**src/rtl/spi_read_arbiter_if.sv**
```systemverilog
// Requester and SPI-engine side bundle for spi_read_arbiter.
// slave: the arbiter's view; master: the clients and engine driving it.
interface spi_read_arbiter_if #(
  parameter int NREQ = 4,
  parameter int DW   = 16
);
  logic [NREQ-1:0] req;
  logic [NREQ-1:0] gnt;
  logic [NREQ-1:0] done;
  logic [NREQ-1:0] err;
  logic [DW-1:0]   rdata;
  logic            busy;
  logic            eng_rd;
  logic            eng_d_ready;
  logic [DW-1:0]   eng_d;

  modport slave (
    input  req, eng_d_ready, eng_d,
    output gnt, done, err, rdata, busy, eng_rd
  );

  modport master (
    output req, eng_d_ready, eng_d,
    input  gnt, done, err, rdata, busy, eng_rd
  );
endinterface

```
**src/rtl/spi_read_arbiter.sv**
```systemverilog
// Round-robin arbiter sharing one SPI read engine among NREQ requesters.
// Runs the rd / d_ready / d level handshake for the winner, returns the word
// with a done pulse, and aborts with an err pulse if the engine stalls.
module spi_read_arbiter #(
  parameter int NREQ    = 4,
  parameter int DW      = 16,
  parameter int TIMEOUT = 4095,
  parameter int HOLDOFF = 255
) (
  input logic              clk,
  input logic              rst_l,
  spi_read_arbiter_if.slave bus
);
  localparam int          IW      = $clog2(NREQ);
  localparam logic [15:0] TO_LAST = 16'(TIMEOUT - 1);
  localparam logic [15:0] HOLD_V  = 16'(HOLDOFF);

  typedef enum logic [2:0] {IDLE, REQ, CAPT, ACK, DONE, ABORT, DRAIN} state_t;

  state_t          state;
  logic [1:0]      sync_pipe;
  logic            rdy_s;
  logic [IW-1:0]   last;
  logic [IW-1:0]   win_idx;
  logic [NREQ-1:0] win_oh;
  logic            found;
  logic [15:0]     timer;
  logic [15:0]     timer_inc;
  logic [15:0]     hold;
  logic [NREQ-1:0] gnt_q, done_q, err_q;
  logic [DW-1:0]   rdata_q;
  logic            busy_q, eng_rd_q;

  assign bus.gnt    = gnt_q;
  assign bus.done   = done_q;
  assign bus.err    = err_q;
  assign bus.rdata  = rdata_q;
  assign bus.busy   = busy_q;
  assign bus.eng_rd = eng_rd_q;

  assign rdy_s     = sync_pipe[1];
  assign timer_inc = (timer == 16'hFFFF) ? timer : timer + 16'd1;
  assign win_oh    = {{(NREQ-1){1'b0}}, 1'b1} << win_idx;

  // Two-flop synchroniser for the engine's asynchronous data-ready.
  always_ff @(posedge clk or negedge rst_l) begin
    if (!rst_l) sync_pipe <= '0;
    else        sync_pipe <= {sync_pipe[0], bus.eng_d_ready};
  end

  // Round-robin pick: first set req bit scanning from last+1, wrapping.
  always_comb begin
    win_idx = last;
    found   = 1'b0;
    for (int i = 1; i <= NREQ; i++) begin
      if (!found && bus.req[(int'(last) + i) % NREQ]) begin
        found   = 1'b1;
        win_idx = IW'((int'(last) + i) % NREQ);
      end
    end
  end

  // Transaction FSM; every output is a register updated on the transition
  // into the state where it must be visible.
  always_ff @(posedge clk or negedge rst_l) begin
    if (!rst_l) begin
      state    <= IDLE;
      gnt_q    <= '0;
      done_q   <= '0;
      err_q    <= '0;
      rdata_q  <= '0;
      busy_q   <= 1'b0;
      eng_rd_q <= 1'b0;
      last     <= IW'(NREQ - 1);
      timer    <= '0;
      hold     <= '0;
    end else begin
      done_q <= '0;
      err_q  <= '0;
      case (state)
        IDLE: begin
          if (|bus.req) begin
            gnt_q    <= win_oh;
            last     <= win_idx;
            eng_rd_q <= 1'b1;
            busy_q   <= 1'b1;
            timer    <= '0;
            state    <= REQ;
          end
        end
        REQ: begin
          if (rdy_s) begin
            state <= CAPT;
          end else if (timer == TO_LAST) begin
            err_q    <= gnt_q;
            eng_rd_q <= 1'b0;
            state    <= ABORT;
          end else begin
            timer <= timer_inc;
          end
        end
        CAPT: begin
          rdata_q  <= bus.eng_d;
          eng_rd_q <= 1'b0;
          timer    <= '0;
          state    <= ACK;
        end
        ACK: begin
          if (!rdy_s) begin
            done_q <= gnt_q;
            state  <= DONE;
          end else if (timer == TO_LAST) begin
            err_q    <= gnt_q;
            eng_rd_q <= 1'b0;
            state    <= ABORT;
          end else begin
            timer <= timer_inc;
          end
        end
        DONE: begin
          gnt_q  <= '0;
          busy_q <= 1'b0;
          state  <= IDLE;
        end
        ABORT: begin
          gnt_q <= '0;
          hold  <= HOLD_V;
          state <= DRAIN;
        end
        // Engine may still be mid-frame: wait out the holdoff and for d_ready
        // to fall before another read can be issued.
        DRAIN: begin
          if (hold != 16'd0) begin
            hold <= hold - 16'd1;
          end else if (!rdy_s) begin
            busy_q <= 1'b0;
            state  <= IDLE;
          end
        end
        default: state <= IDLE;
      endcase
    end
  end
endmodule
```
**src/flat_wrapper.sv**
```systemverilog
// flat-port wrapper written by rule: the top's interface ports become plain ports
module spi_read_arbiter_flat 
#(
  parameter int NREQ    = 4,
  parameter int DW      = 16,
  parameter int TIMEOUT = 4095,
  parameter int HOLDOFF = 255
)
  (clk, rst_l, bus_req, bus_eng_d_ready, bus_eng_d, bus_gnt, bus_done, bus_err, bus_rdata, bus_busy, bus_eng_rd);
  spi_read_arbiter_if #(.NREQ(NREQ), .DW(DW)) bus_i ();
  input logic clk;
  input logic rst_l;
  input wire logic [$bits(bus_i.req)-1:0] bus_req;
  input wire logic [$bits(bus_i.eng_d_ready)-1:0] bus_eng_d_ready;
  input wire logic [$bits(bus_i.eng_d)-1:0] bus_eng_d;
  output wire logic [$bits(bus_i.gnt)-1:0] bus_gnt;
  output wire logic [$bits(bus_i.done)-1:0] bus_done;
  output wire logic [$bits(bus_i.err)-1:0] bus_err;
  output wire logic [$bits(bus_i.rdata)-1:0] bus_rdata;
  output wire logic [$bits(bus_i.busy)-1:0] bus_busy;
  output wire logic [$bits(bus_i.eng_rd)-1:0] bus_eng_rd;
  assign bus_i.req = bus_req;
  assign bus_i.eng_d_ready = bus_eng_d_ready;
  assign bus_i.eng_d = bus_eng_d;
  assign bus_gnt = bus_i.gnt;
  assign bus_done = bus_i.done;
  assign bus_err = bus_i.err;
  assign bus_rdata = bus_i.rdata;
  assign bus_busy = bus_i.busy;
  assign bus_eng_rd = bus_i.eng_rd;
  spi_read_arbiter #(.NREQ(NREQ), .DW(DW), .TIMEOUT(TIMEOUT), .HOLDOFF(HOLDOFF)) u_core (.clk(clk), .rst_l(rst_l), .bus(bus_i));
endmodule
```
**config.mk**
```make
export PLATFORM = sky130hd
export DESIGN_NAME = spi_read_arbiter_flat
export DESIGN_NICKNAME = d
export VERILOG_FILES = /design/src/rtl/spi_read_arbiter_if.sv /design/src/rtl/spi_read_arbiter.sv /design/src/flat_wrapper.sv
export SDC_FILE = /design/constraint.sdc
export NUM_CORES = 1
export LEC_CHECK = 0
export ABC_AREA = 1
export CAP_MARGIN = 0
export CORE_ASPECT_RATIO = 0.7
export CORE_MARGIN = 3
export CORE_UTILIZATION = 55
export DETAILED_ROUTE_END_ITERATION = 12
export GPL_ROUTABILITY_DRIVEN = 0
export MAX_ROUTING_LAYER = met4
export PLACE_DENSITY = 0.79
export SLEW_MARGIN = 15
export SYNTH_ARGS = -nofsm -noshare
export SYNTH_HDL_FRONTEND = slang
export SYNTH_SLANG_ARGS = --single-unit
```
**constraint.sdc**
```tcl
create_clock -name clk -period 2.5 [get_ports clk]
set_clock_uncertainty 0.15 [all_clocks]
set_input_delay 0.625 -clock clk [delete_from_list [all_inputs] [get_ports clk]]
set_output_delay 0.625 -clock clk [all_outputs]
set_load 0.03 [all_outputs]
```
## Yosys cells after proc, flatten, opt, wreduce, memory -nomap -nowiden

Cells that the tools add are included.

- Add/sub/neg operators: 6
- $lt $le $gt $ge: 4
- Equality and inequality tests: 14
- Shift-type cells: 1
- Multiplexer cells: 50
- Bitwise gates (word level): 4
- Reductions and logical operators: 24

Operators by type and width:

| cell | number |
|---|---|
| 16-bit two-way mux | 6 |
| 16-bit case mux with 4 select lines | 1 |
| 16-bit case mux with 2 select lines | 1 |
| 4-bit two-way mux | 6 |
| 3-bit two-way mux | 6 |
| 3-bit case mux with 6 select lines | 1 |
| 1-bit two-way mux | 17 |
| 16-bit by 1-bit adder with 16-bit output, second input constant | 1 |
| 16-bit by 12-bit equality test with 1-bit output, second input constant | 1 |
| 16-bit equality test, second input constant | 1 |
| 3-bit by 4-bit less-than comparator with 1-bit output, second input constant | 4 |
| 4-bit case mux with 2 select lines | 2 |
| 16-bit nonzero test | 1 |
| 16-bit by 1-bit subtractor with 16-bit output, second input constant | 1 |
| 2-bit OR reduction | 5 |
| 3-bit equality test, second input constant | 3 |
| 1-bit binary-select mux with 2-bit select | 4 |
| 2-bit two-way mux | 4 |
| 4-bit AND reduction | 2 |
| 3-bit by 2-bit equality test with 1-bit output, second input constant | 2 |
| 2-bit by 1-bit != test with 1-bit output, second input constant | 3 |
| 2-bit != test, second input constant | 3 |
| 2-bit AND reduction | 3 |
| 2-bit by 1-bit adder with 2-bit output, second input constant | 2 |
| 14 further kinds | 23 |

- Flip-flop bits (word level): 69
- Word-level logic and storage cells: 114

## Longest topological paths before layout

- Depth after elaboration: 19
- Gate-level depth with buffers: 13

## Worst setup path before layout

OpenSTA, ideal clock, no wires.

- Kind: in2reg
- Start: input bus_req[1]
- End: register u_core.timer[3]
- Library setup time: 0.074 ns
- Arrival time: 1.555 ns
- Data required time: 2.276 ns
- Slack: 0.721 ns
- Stages on the path: 8
- Buffers on the path: 1
- Cells stage by stage: nor4_1 nand2_1 nand2_2 nor2_4 nand2_4 buf_8 nand2_1 o21ai_2

- Longest elaborated chain between the ends: 3

Ends and longest elaborated chain:

| what | line | RTL |
|---|---|---|
| from (decl) | flat_wrapper.sv:13 | `input wire logic [$bits(bus_i.req)-1:0] bus_req;` |
| 4-bit OR reduction | spi_read_arbiter.sv:82 | `if (\|bus.req) begin` |
| 2-bit by 1-bit != test with 1-bit output (no line) | n/a |  |
| 4-bit AND reduction (no line) | n/a |  |
| to (signal assigned) | spi_read_arbiter.sv:99 | `timer <= timer_inc;` |
| to (signal assigned) | spi_read_arbiter.sv:117 | `timer <= timer_inc;` |
| to (decl) | spi_read_arbiter.sv:27 | `logic [15:0] timer;` |

No other way between the ends.
A chain may end at the register's enable or synchronous reset.

## Worst setup path after layout

- Start: register u_core.gnt_q[0], in the netlist u_core.bus.gnt[0]
- End: output bus_gnt[0]

RTL lines:

| what | line | RTL |
|---|---|---|
| from (decl) | spi_read_arbiter.sv:30 | `logic [NREQ-1:0] gnt_q, done_q, err_q;` |
| from (signal assigned) | spi_read_arbiter.sv:83 | `gnt_q <= win_oh;` |
| to (decl) | flat_wrapper.sv:16 | `output wire logic [$bits(bus_i.gnt)-1:0] bus_gnt;` |

No word-level cell between the ends.

==> run_results.csv <==
group,metric,value,unit
floorplan,die_w,106,µm
logic_synthesis,ys_ff_latch,69,
routing,routedWlPerCell,13.4,µm
worst_setup_path,path_buf_inv,1,
worst_setup_path,critical-path-max-stage-delay,700,ps
grt,grt_pass1_vias,3351,
timing,max_freq,448,MHz
logic_synthesis,syn_area,3830,µm²
timing,slew-limit-headroom,0.524,
timing,final_hold_viol_count,0,
timing,tightest_slew,708,ps
logic_synthesis,synth_cells,507,
routing,drt_first_pass_iters,5,
timing,setup_ws,267,ps
logic_synthesis,synth_edf_count,0,
floorplan,row_count,24,
clocking,cts_hold_buf,0,
clocking,clk_latency,360,ps
clocking,clk_pin_slew_worst_paths,70,ps
logic_synthesis,synthFlopType,"dfrtp_1",
job,drv_cap,0,
timing,final-max-slew-violation-count,0,
clocking,h-tree-depth,3,
worst_setup_path,crit_fanout,3,
grt,grt_usage,0.251,
worst_setup_path,arrival,1460,ps
timing,setup_viol,0,
placed_design,dp_hpwl,6360,µm
floorplan,die_h,75.8,µm
placed_design,io_buffers,52,
cells_and_area,fillerInstances,528,
logic_synthesis,ys_top_cells_by_count,"nand2_1, dfrtp_1, nor2_1",
routing,num_vias,3501,
worst_setup_path,crit_family,"buffers and inverters",
routing,drt.antenna.violating_nets,0,
logic_synthesis,synth_cell_types,34,
floorplan,die_area,8020,µm²
grt,grt_pass1_wl,15300,µm
clocking,clock_sinks,69,
clocking,cts_setup_buffers,0,
power,leakage,0.00228,µW
cells_and_area,antenna_cells,0,
logic_synthesis,ys_seq_area_frac,0.451,
logic_synthesis,synth-warning-count,0,
worst_setup_path,critPathKind,"flip-flop to primary output",
power,power_density,1120,nW/µm²
timing,period_needed,2230,ps
cells_and_area,nNetsFinal,592,
logic_synthesis,yosysMostFrequentCell,"nand2_1",
routing,drtIter0Drc,220,
cells_and_area,syn_to_final_growth,22.6,%
logic_synthesis,synth_area_leader_cell,"dfrtp_1",
logic_synthesis,synth_top_area_share,0.438,
floorplan,start_util,0.590,
grt,grt_antenna_before_repair,0,
timing,rsz0062_at_grt,"no",
floorplan,num_io_pins,53,
clocking,cts_tree,"built",
run_status,status,"completed",
logic_synthesis,synthArstFlopShare,1.00,
cells_and_area,drive_gt1_frac,0.104,
worst_setup_path,worstPathRequired,1730,ps
grt,globalRoute.totalOverflow,0,
timing,min_period_over_period,0.893,
clocking,cts-root-buf,"clkbuf_8",
worst_setup_path,critPathSlowestCell,"clkdlybuf4s50_1",
worst_setup_path,setup.worst_path.start_class,"flip-flop",
logic_synthesis,synth_area_per_cell,7.55,µm²
worst_setup_path,path_cells,"clkdlybuf4s50_1",
worst_hold_path,hold_path_class,"input port to asynchronous set/reset pin",
routing,avgViaCountPerCell,5.30,
timing,fin_tns_setup,0,ps
clocking,cts_resized,0,
routing,wl,8890,µm
logic_synthesis,syn-num-nets,534,
placed_design,post-place-ws,48.8,ps
logic_synthesis,yosys-top-cells-area,"dfrtp_1, nand2_1, nor2_1",
grt,grt_max_degree,70,
worst_setup_path,r2r-start,"u_core.timer[0]$_DFFE_PN0P_",
routing,drc_errors,0,
clocking,clock_path_buffers,2,
clocking,numCtsBuffers,9,
power,ir_drop,552,µV
floorplan,core_area,6490,µm²
worst_setup_path,end_kind,"primary output",
worst_setup_path,startpoint,"u_core.bus.gnt[0]$_DFFE_PN0P_",
[cells in the final DEF, fill, tap and decap left out, types with 4 or more instances in the layout]
cell,instances
buf_4,4
o21ai_0,19
nand2_2,4
dfrtp_1,67
xor2_1,17
a21oi_1,10
clkdlybuf4s50_1,51
o21ai_2,7
nor3_1,11
nor2_4,6
nand3_1,34
nor2_2,5
inv_1,42
ha_1,4
inv_2,7
nand4_1,5
clkbuf_8,9
nor2_1,52
nand2_1,178
nand3b_1,8
[final cells by class]
| type | count | area [µm²] | area share |
|---|---|---|---|
| timing repair buffer | 58 | 586 | 0.125 |
| sequential | 69 | 1730 | 0.368 |
| clock inverter | 7 | 123 | 0.0261 |
| clock buffer | 9 | 124 | 0.0264 |
| tap | 91 | 114 | 0.0243 |
| inverter | 49 | 184 | 0.0392 |
| multi-input combinational | 378 | 1840 | 0.391 |
[logic make-up (layout without fill, tap and decap cells)]
kind of cell | after synthesis | after routing | synth area share
buffers and inverters | 60 | 123 | 0.0693
XOR/XNOR | 17 | 17 | 0.0389
AO/OA/AOI/OAI | 46 | 46 | 0.0709
AND/OR/NAND/NOR | 311 | 311 | 0.356
flip-flops | 69 | 69 | 0.451
adder cells (fa/ha/maj) | 4 | 4 | 0.0131
[through the flow]
step	total power (µW)	instance area, µm²	util	cells	hold slack, ps
floorplan	3400	3830	-	507	179
detailed placement	4140	4450	0.686	645	191
global placement	4050	4450	0.686	645	183
global route	5660	4690	0.724	661	155
finish	5270	4690	0.724	661	105
CTS	5290	4690	0.724	661	132
[routing by layer]
metal,part of all wire,vias to the layer above,track usage
li1,-,1728,-
met1,0.46,1617,0.314
met2,0.44,137,0.398
met3,0.076,19,0.0618
met4,0.022,0,0.109
met5,0,-,-
[where the power goes]
part           internal (µW)  total (µW)  switching [µW]  leakage, µW
clock network            667        1140             469     0.000116
logic                    859        2440            1590      0.00127
registers               1430        1690             261     0.000888
total                   2950        5270            2320      0.00228
[path summary, 6_finish.rpt]
kind                                            endpoint  slack, ps  cells past startpoint
max                                           bus_gnt[0]        270                      1
min                        u_core.bus.gnt[1]$_DFFE_PN0P_        110                      2
max reg2reg                  u_core.timer[5]$_DFFE_PN0P_        400                     11
min reg2reg                u_core.sync_pipe[1]$_DFF_PN0_        190                      0
max in group asynchronous     u_core.last[1]$_DFFE_PN1P_       1760                      2
min in group clk           u_core.sync_pipe[1]$_DFF_PN0_        190                      0
[flip-flops by register name, indices dropped and copies added (netlist names)]
name / count
u_core.bus.rdata: 16
u_core.bus.gnt: 4
u_core.sync_pipe: 2
u_core.hold: 16
u_core.bus.done: 4
u_core.last: 2
u_core.timer: 16
u_core.bus.busy: 1
u_core.bus.err: 4
u_core.bus.eng_rd: 1
u_core.state: 3
Power figures use the tool's default switching activity.
==> RTL change 1: new RTL, same settings <==
The 7 states of `state_t` get a one-hot encoding in 7 bits.
--- a/src/rtl/spi_read_arbiter.sv
+++ b/src/rtl/spi_read_arbiter.sv
@@ -17,3 +17,3 @@
 
-  typedef enum logic [2:0] {IDLE, REQ, CAPT, ACK, DONE, ABORT, DRAIN} state_t;
+  typedef enum logic [6:0] {IDLE = 7'b0000001, REQ = 7'b0000010, CAPT = 7'b0000100, ACK = 7'b0001000, DONE = 7'b0010000, ABORT = 7'b0100000, DRAIN = 7'b1000000} state_t;
 
Formal check against the unedited RTL: no difference found for any inputs over 4 cycles, from zero or initial values and one cycle with rst_l low; so few cycles prove little.
==> RTL change 1 against the unedited design <==
  * Sequential share of layout area rose by 0.56 points
  * Core utilization fell by 2.2 points
  * Sequential cell count rose by 4
  * Routed wire length rose by 2.2%
  * Worst setup slack improved by 0.032 ns
  * Hold slack got worse by 0.068 ns
  * Design area rose by 4.3%
  * Clock power fell by 14%
  * Synthesized area rose by 6.3%
  * Total power fell by 10%
  * Critical path type unchanged
  * Critical endpoint is now bus_gnt[3]
  * Largest cell class unchanged
==> RTL change 1: results (changes against the unedited design) <==
<table>
<tr><th>Metric</th><th>Value</th></tr>
<tr><th colspan="2">STA</th></tr>
<tr><td>Final critical-path share of the clock period</td><td>88.0% (-1.3 points)</td></tr>
<tr><th colspan="2">Layout</th></tr>
<tr><td>Signal inverters</td><td>55 (+12%)</td></tr>
<tr><td>Fill cells</td><td>525 (-0.57%)</td></tr>
<tr><td>Layout clock buffers</td><td>12 (+3)</td></tr>
<tr><td>Final clock-cell share</td><td>4.40% (-0.85 points)</td></tr>
<tr><td>Proportion of layout cells with a drive suffix above 1</td><td>13.9% (+3.6 points)</td></tr>
<tr><td>Synth-to-layout area growth</td><td>20.2%</td></tr>
<tr><td>Share of cell area taken by multi-input logic gates</td><td>39.7% (+0.62 points)</td></tr>
<tr><th colspan="2">Placed design</th></tr>
<tr><td>Setup slack after placement</td><td>0.116 ns (+0.0667 ns)</td></tr>
<tr><th colspan="2">Pwr</th></tr>
<tr><td>Combinational group share of total power</td><td>43.7% (-2.7 points)</td></tr>
<tr><td>Total power consumption of the routed design</td><td>4.73 mW (-10%)</td></tr>
<tr><td>Reported leakage power</td><td>2.26 nW (-0.62%)</td></tr>
<tr><td>Clock network power share</td><td>20.8% (-0.8 points)</td></tr>
<tr><th colspan="2">Drt</th></tr>
<tr><td>Initial DRC Count</td><td>191 (-13%)</td></tr>
<tr><td>Length of routed met2 wiring</td><td>4.01 mm (+1.6%)</td></tr>
<tr><td>Avg WL per Cell</td><td>13.7 um (+2.2%)</td></tr>
<tr><td>Routed wire length on met3</td><td>725 um (+7.2%)</td></tr>
<tr><th colspan="2">Critical path</th></tr>
<tr><td>Highest cell delay on the worst timing path</td><td>0.68 ns (-0.02 ns)</td></tr>
<tr><td>Number of cells on the worst reg-to-reg path</td><td>9 (-2)</td></tr>
<tr><td>Slack of the worst reg-to-reg path</td><td>0.34 ns (-0.06 ns)</td></tr>
<tr><td>Crit. Startpoint</td><td>u_core.bus.gnt[3]</td></tr>
<tr><td>Capture instance of the worst register-to-register path</td><td>u_core.hold[12]</td></tr>
<tr><td>Crit Reg-Reg Startpoint</td><td>u_core.hold[0]</td></tr>
<tr><td>Termination of the worst setup path</td><td>bus_gnt[3]</td></tr>
<tr><th colspan="2">Yosys</th></tr>
<tr><td>Synth top area cells</td><td>dfrtp_1 (43%), nand2_1 (12%), nor2_1 (5.2%)</td></tr>
<tr><td>Net count of the mapped netlist</td><td>530 (-0.75%)</td></tr>
<tr><th colspan="2">Run status</th></tr>
<tr><td>Result of the run</td><td>finished clean</td></tr>
<tr><th colspan="2">GRT</th></tr>
<tr><td>Largest net degree at the start of global routing</td><td>45 (-36%)</td></tr>
</table>
-- RTL change 1: cell count changes in the layout (fill, tap and decap cells not counted), moves of 4 or more --
cell | before | now
nand2_1 | 178 | 133
mux2_2 | 0 | 16
nand4_1 | 5 | 18
xor2_1 | 17 | 5
o21ai_2 | 7 | 16
inv_1 | 42 | 49
nor2_4 | 6 | 1
nor2_1 | 52 | 56
-- RTL change 1: routing by layer --
| layer | global-route usage, % | up-vias |
|---|---|---|
| met5 | - | - |
| met4 | 5.17 | 0 |
| met3 | 9.23 | 11 |
| met2 | 35.2 | 129 |
| met1 | 31.5 | 1685 |
| li1 | - | 1766 |
-- RTL change 1: cell families after synthesis --
| family | share of synthesized area [%] |
|---|---|
| DFF | 45.0 |
| muxes | 4.43 |
| and+or+nand+nor | 31.0 |
| AOI/OAI and AO/OA | 9.40 |
| buffers and inverters | 7.28 |
| adders and majority gates | 1.23 |
| xor gates and xnor gates | 1.72 |
==> RTL change 2: new RTL, same flow settings <==
Without the edit above. `NREQ` is set to 4 in 3 places; all go to 2.
--- a/src/rtl/spi_read_arbiter_if.sv
+++ b/src/rtl/spi_read_arbiter_if.sv
@@ -3,3 +3,3 @@
 interface spi_read_arbiter_if #(
-  parameter int NREQ = 4,
+  parameter int NREQ = 2,
   parameter int DW   = 16
--- a/src/rtl/spi_read_arbiter.sv
+++ b/src/rtl/spi_read_arbiter.sv
@@ -4,3 +4,3 @@
 module spi_read_arbiter #(
-  parameter int NREQ    = 4,
+  parameter int NREQ    = 2,
   parameter int DW      = 16,
--- a/src/flat_wrapper.sv
+++ b/src/flat_wrapper.sv
@@ -3,3 +3,3 @@
 #(
-  parameter int NREQ    = 4,
+  parameter int NREQ    = 2,
   parameter int DW      = 16,
Interface: changed (resized bus_done, bus_err, bus_gnt and bus_req); port bits go from 53 to 45. No check against the original RTL was run, so the function may have changed too.
==> RTL change 2 against the unedited design <==
  * Design area shrank 12%
  * Sequential power shrank 8%
  * Sequential cell count shrank 7
  * Total power shrank 15%
  * Critical path depth is the same
  * Worst setup slack gained 0.041 ns
  * Synthesized cell count shrank 6.5%
  * Synthesized area shrank 11%
  * Fmax grew 1.9%
  * Routed wire length shrank 11%
  * Critical path type unchanged
  * Largest power group unchanged
  * Highest routed layer unchanged
==> RTL change 2: results (changes against the unedited design) <==
<table>
<tr><th>Metric</th><th>Value</th></tr>
<tr><th colspan="2">Run status</th></tr>
<tr><td>Result of the run</td><td>finished clean</td></tr>
<tr><th colspan="2">Placed design</th></tr>
<tr><td>Cell area after placement</td><td>3930 um2 (-12%)</td></tr>
<tr><td>Port Buffers</td><td>44 (-15%)</td></tr>
<tr><td>HPWL after DPL</td><td>5.53 mm (-13%)</td></tr>
<tr><td>Placed Instances</td><td>588 (-8.8%)</td></tr>
<tr><th colspan="2">Pwr</th></tr>
<tr><td>Reported leakage power</td><td>2.04 nW (-10%)</td></tr>
<tr><td>Switching share of power</td><td>42.9% (-1.0 points)</td></tr>
<tr><td>VDD IR max</td><td>0.790 mV (+43%)</td></tr>
<tr><th colspan="2">Drt</th></tr>
<tr><td>Initial DRC Count</td><td>267 (+21%)</td></tr>
<tr><td>Average vias per placed instance</td><td>5.22 (-1.5%)</td></tr>
<tr><td>Avg WL per Cell</td><td>13.1 um (-2.7%)</td></tr>
<tr><th colspan="2">Yosys</th></tr>
<tr><td>Synth top area cells</td><td>dfrtp_1 (45%), nand2_1 (22%), nor2_1 (6.9%)</td></tr>
<tr><td>Net count of the mapped netlist</td><td>499 (-6.6%)</td></tr>
<tr><td>Sequential area share after synthesis</td><td>45.4% (+0.21 points)</td></tr>
<tr><td>Post-Synthesis Cells</td><td>474 (-6.5%)</td></tr>
<tr><th colspan="2">Critical path</th></tr>
<tr><td>Number of cells on the worst reg-to-reg path</td><td>7 (-4)</td></tr>
<tr><td>Highest cell delay on the worst timing path</td><td>0.68 ns (-0.02 ns)</td></tr>
<tr><td>Termination of the worst setup path</td><td>bus_gnt[1]</td></tr>
<tr><td>Slack of the worst reg-to-reg path</td><td>0.47 ns (+0.07 ns)</td></tr>
<tr><td>Crit Reg-Reg Startpoint</td><td>u_core.state[2]</td></tr>
<tr><td>Capture instance of the worst register-to-register path</td><td>u_core.timer[9]</td></tr>
<tr><th colspan="2">Layout</th></tr>
<tr><td>Post-Layout Inst Area</td><td>4140 um2 (-12%)</td></tr>
<tr><td>Proportion of layout cells with a drive suffix above 1</td><td>8.13% (-2.2 points)</td></tr>
<tr><td>Number of cells in the finished layout apart from fillers</td><td>604 (-8.6%)</td></tr>
<tr><td>Nets</td><td>549 (-7.3%)</td></tr>
<tr><td>Fill cells</td><td>480 (-9.1%)</td></tr>
<tr><th colspan="2">Clock tree</th></tr>
<tr><td>Worst-Skew Late Latency</td><td>0.34 ns (-0.02 ns)</td></tr>
<tr><th colspan="2">STA</th></tr>
<tr><td>Maximum operating frequency</td><td>456 MHz (+1.9%)</td></tr>
<tr><td>Hold slack final</td><td>0.133 ns (+0.0282 ns)</td></tr>
<tr><td>Slew at the pin with the worst max-slew slack</td><td>0.578 ns (-0.130 ns)</td></tr>
<tr><th colspan="2">GRT</th></tr>
<tr><td>First-pass GRT wire length</td><td>13.6 mm (-11%)</td></tr>
<tr><td>Vias in the first global route</td><td>2919 (-13%)</td></tr>
<tr><td>Overall routing resource usage</td><td>24.5% (-0.61 points)</td></tr>
</table>
[RTL change 2: cell count changes after synthesis, moves of 5 or more]
cell      unedited run  this run
nand2_1            178       205
inv_1               42        31
nor2_1              52        63
xor2_1              17         8
nand3_1             34        27
nand3b_1             8         1
nor3_1              11         4
dfrtp_1             67        61
a21oi_1             10         5
o21ai_2              7         2
[RTL change 2: kinds of logic (layout without fill, tap and decap cells)]
| kind of cell | Yosys count | count (layout) | synth area share (%) |
|---|---|---|---|
| adder cells (fa/ha/maj) | 4 | 4 | 1.46 |
| buffers and inverters | 43 | 98 | 5.63 |
| flip-flops | 62 | 62 | 45.4 |
| AND/OR/NAND/NOR | 326 | 326 | 40.1 |
| XOR/XNOR | 10 | 10 | 2.56 |
| AO/OA/AOI/OAI | 29 | 29 | 4.93 |
[RTL change 2: per-layer routing]
layer  GRT usage [%]  share of wire [%]  vias up  routed length [um]
li1                -                  -     1575                   -
met1            35.3                 48     1434                3770
met2            33.8                 43      130                3370
met3            6.72                8.7       13                 684
met4            7.32                1.1        0                  86
met5               -                  0        -                   0
[RTL change 2: power by group through the flow]
stage | combinational [mW] | clock, mW | sequential, mW
after floorplan | 1.08 | 0 | 1.83
after global placement | 1.90 | 0 | 1.56
after detailed placement | 1.96 | 0 | 1.56
after CTS | 1.98 | 1.00 | 1.55
after global routing | 2.18 | 1.03 | 1.60
final | 1.96 | 0.978 | 1.55
[RTL change 2: layout make-up]
type,instances,area share [%]
clock inverters,4,1.69
flip-flops and latches,62,37.5
multi-input cells,369,40.5
inverters,35,3.23
repair buffers,47,11.4
clock buffers,12,3.50
well taps,75,2.26
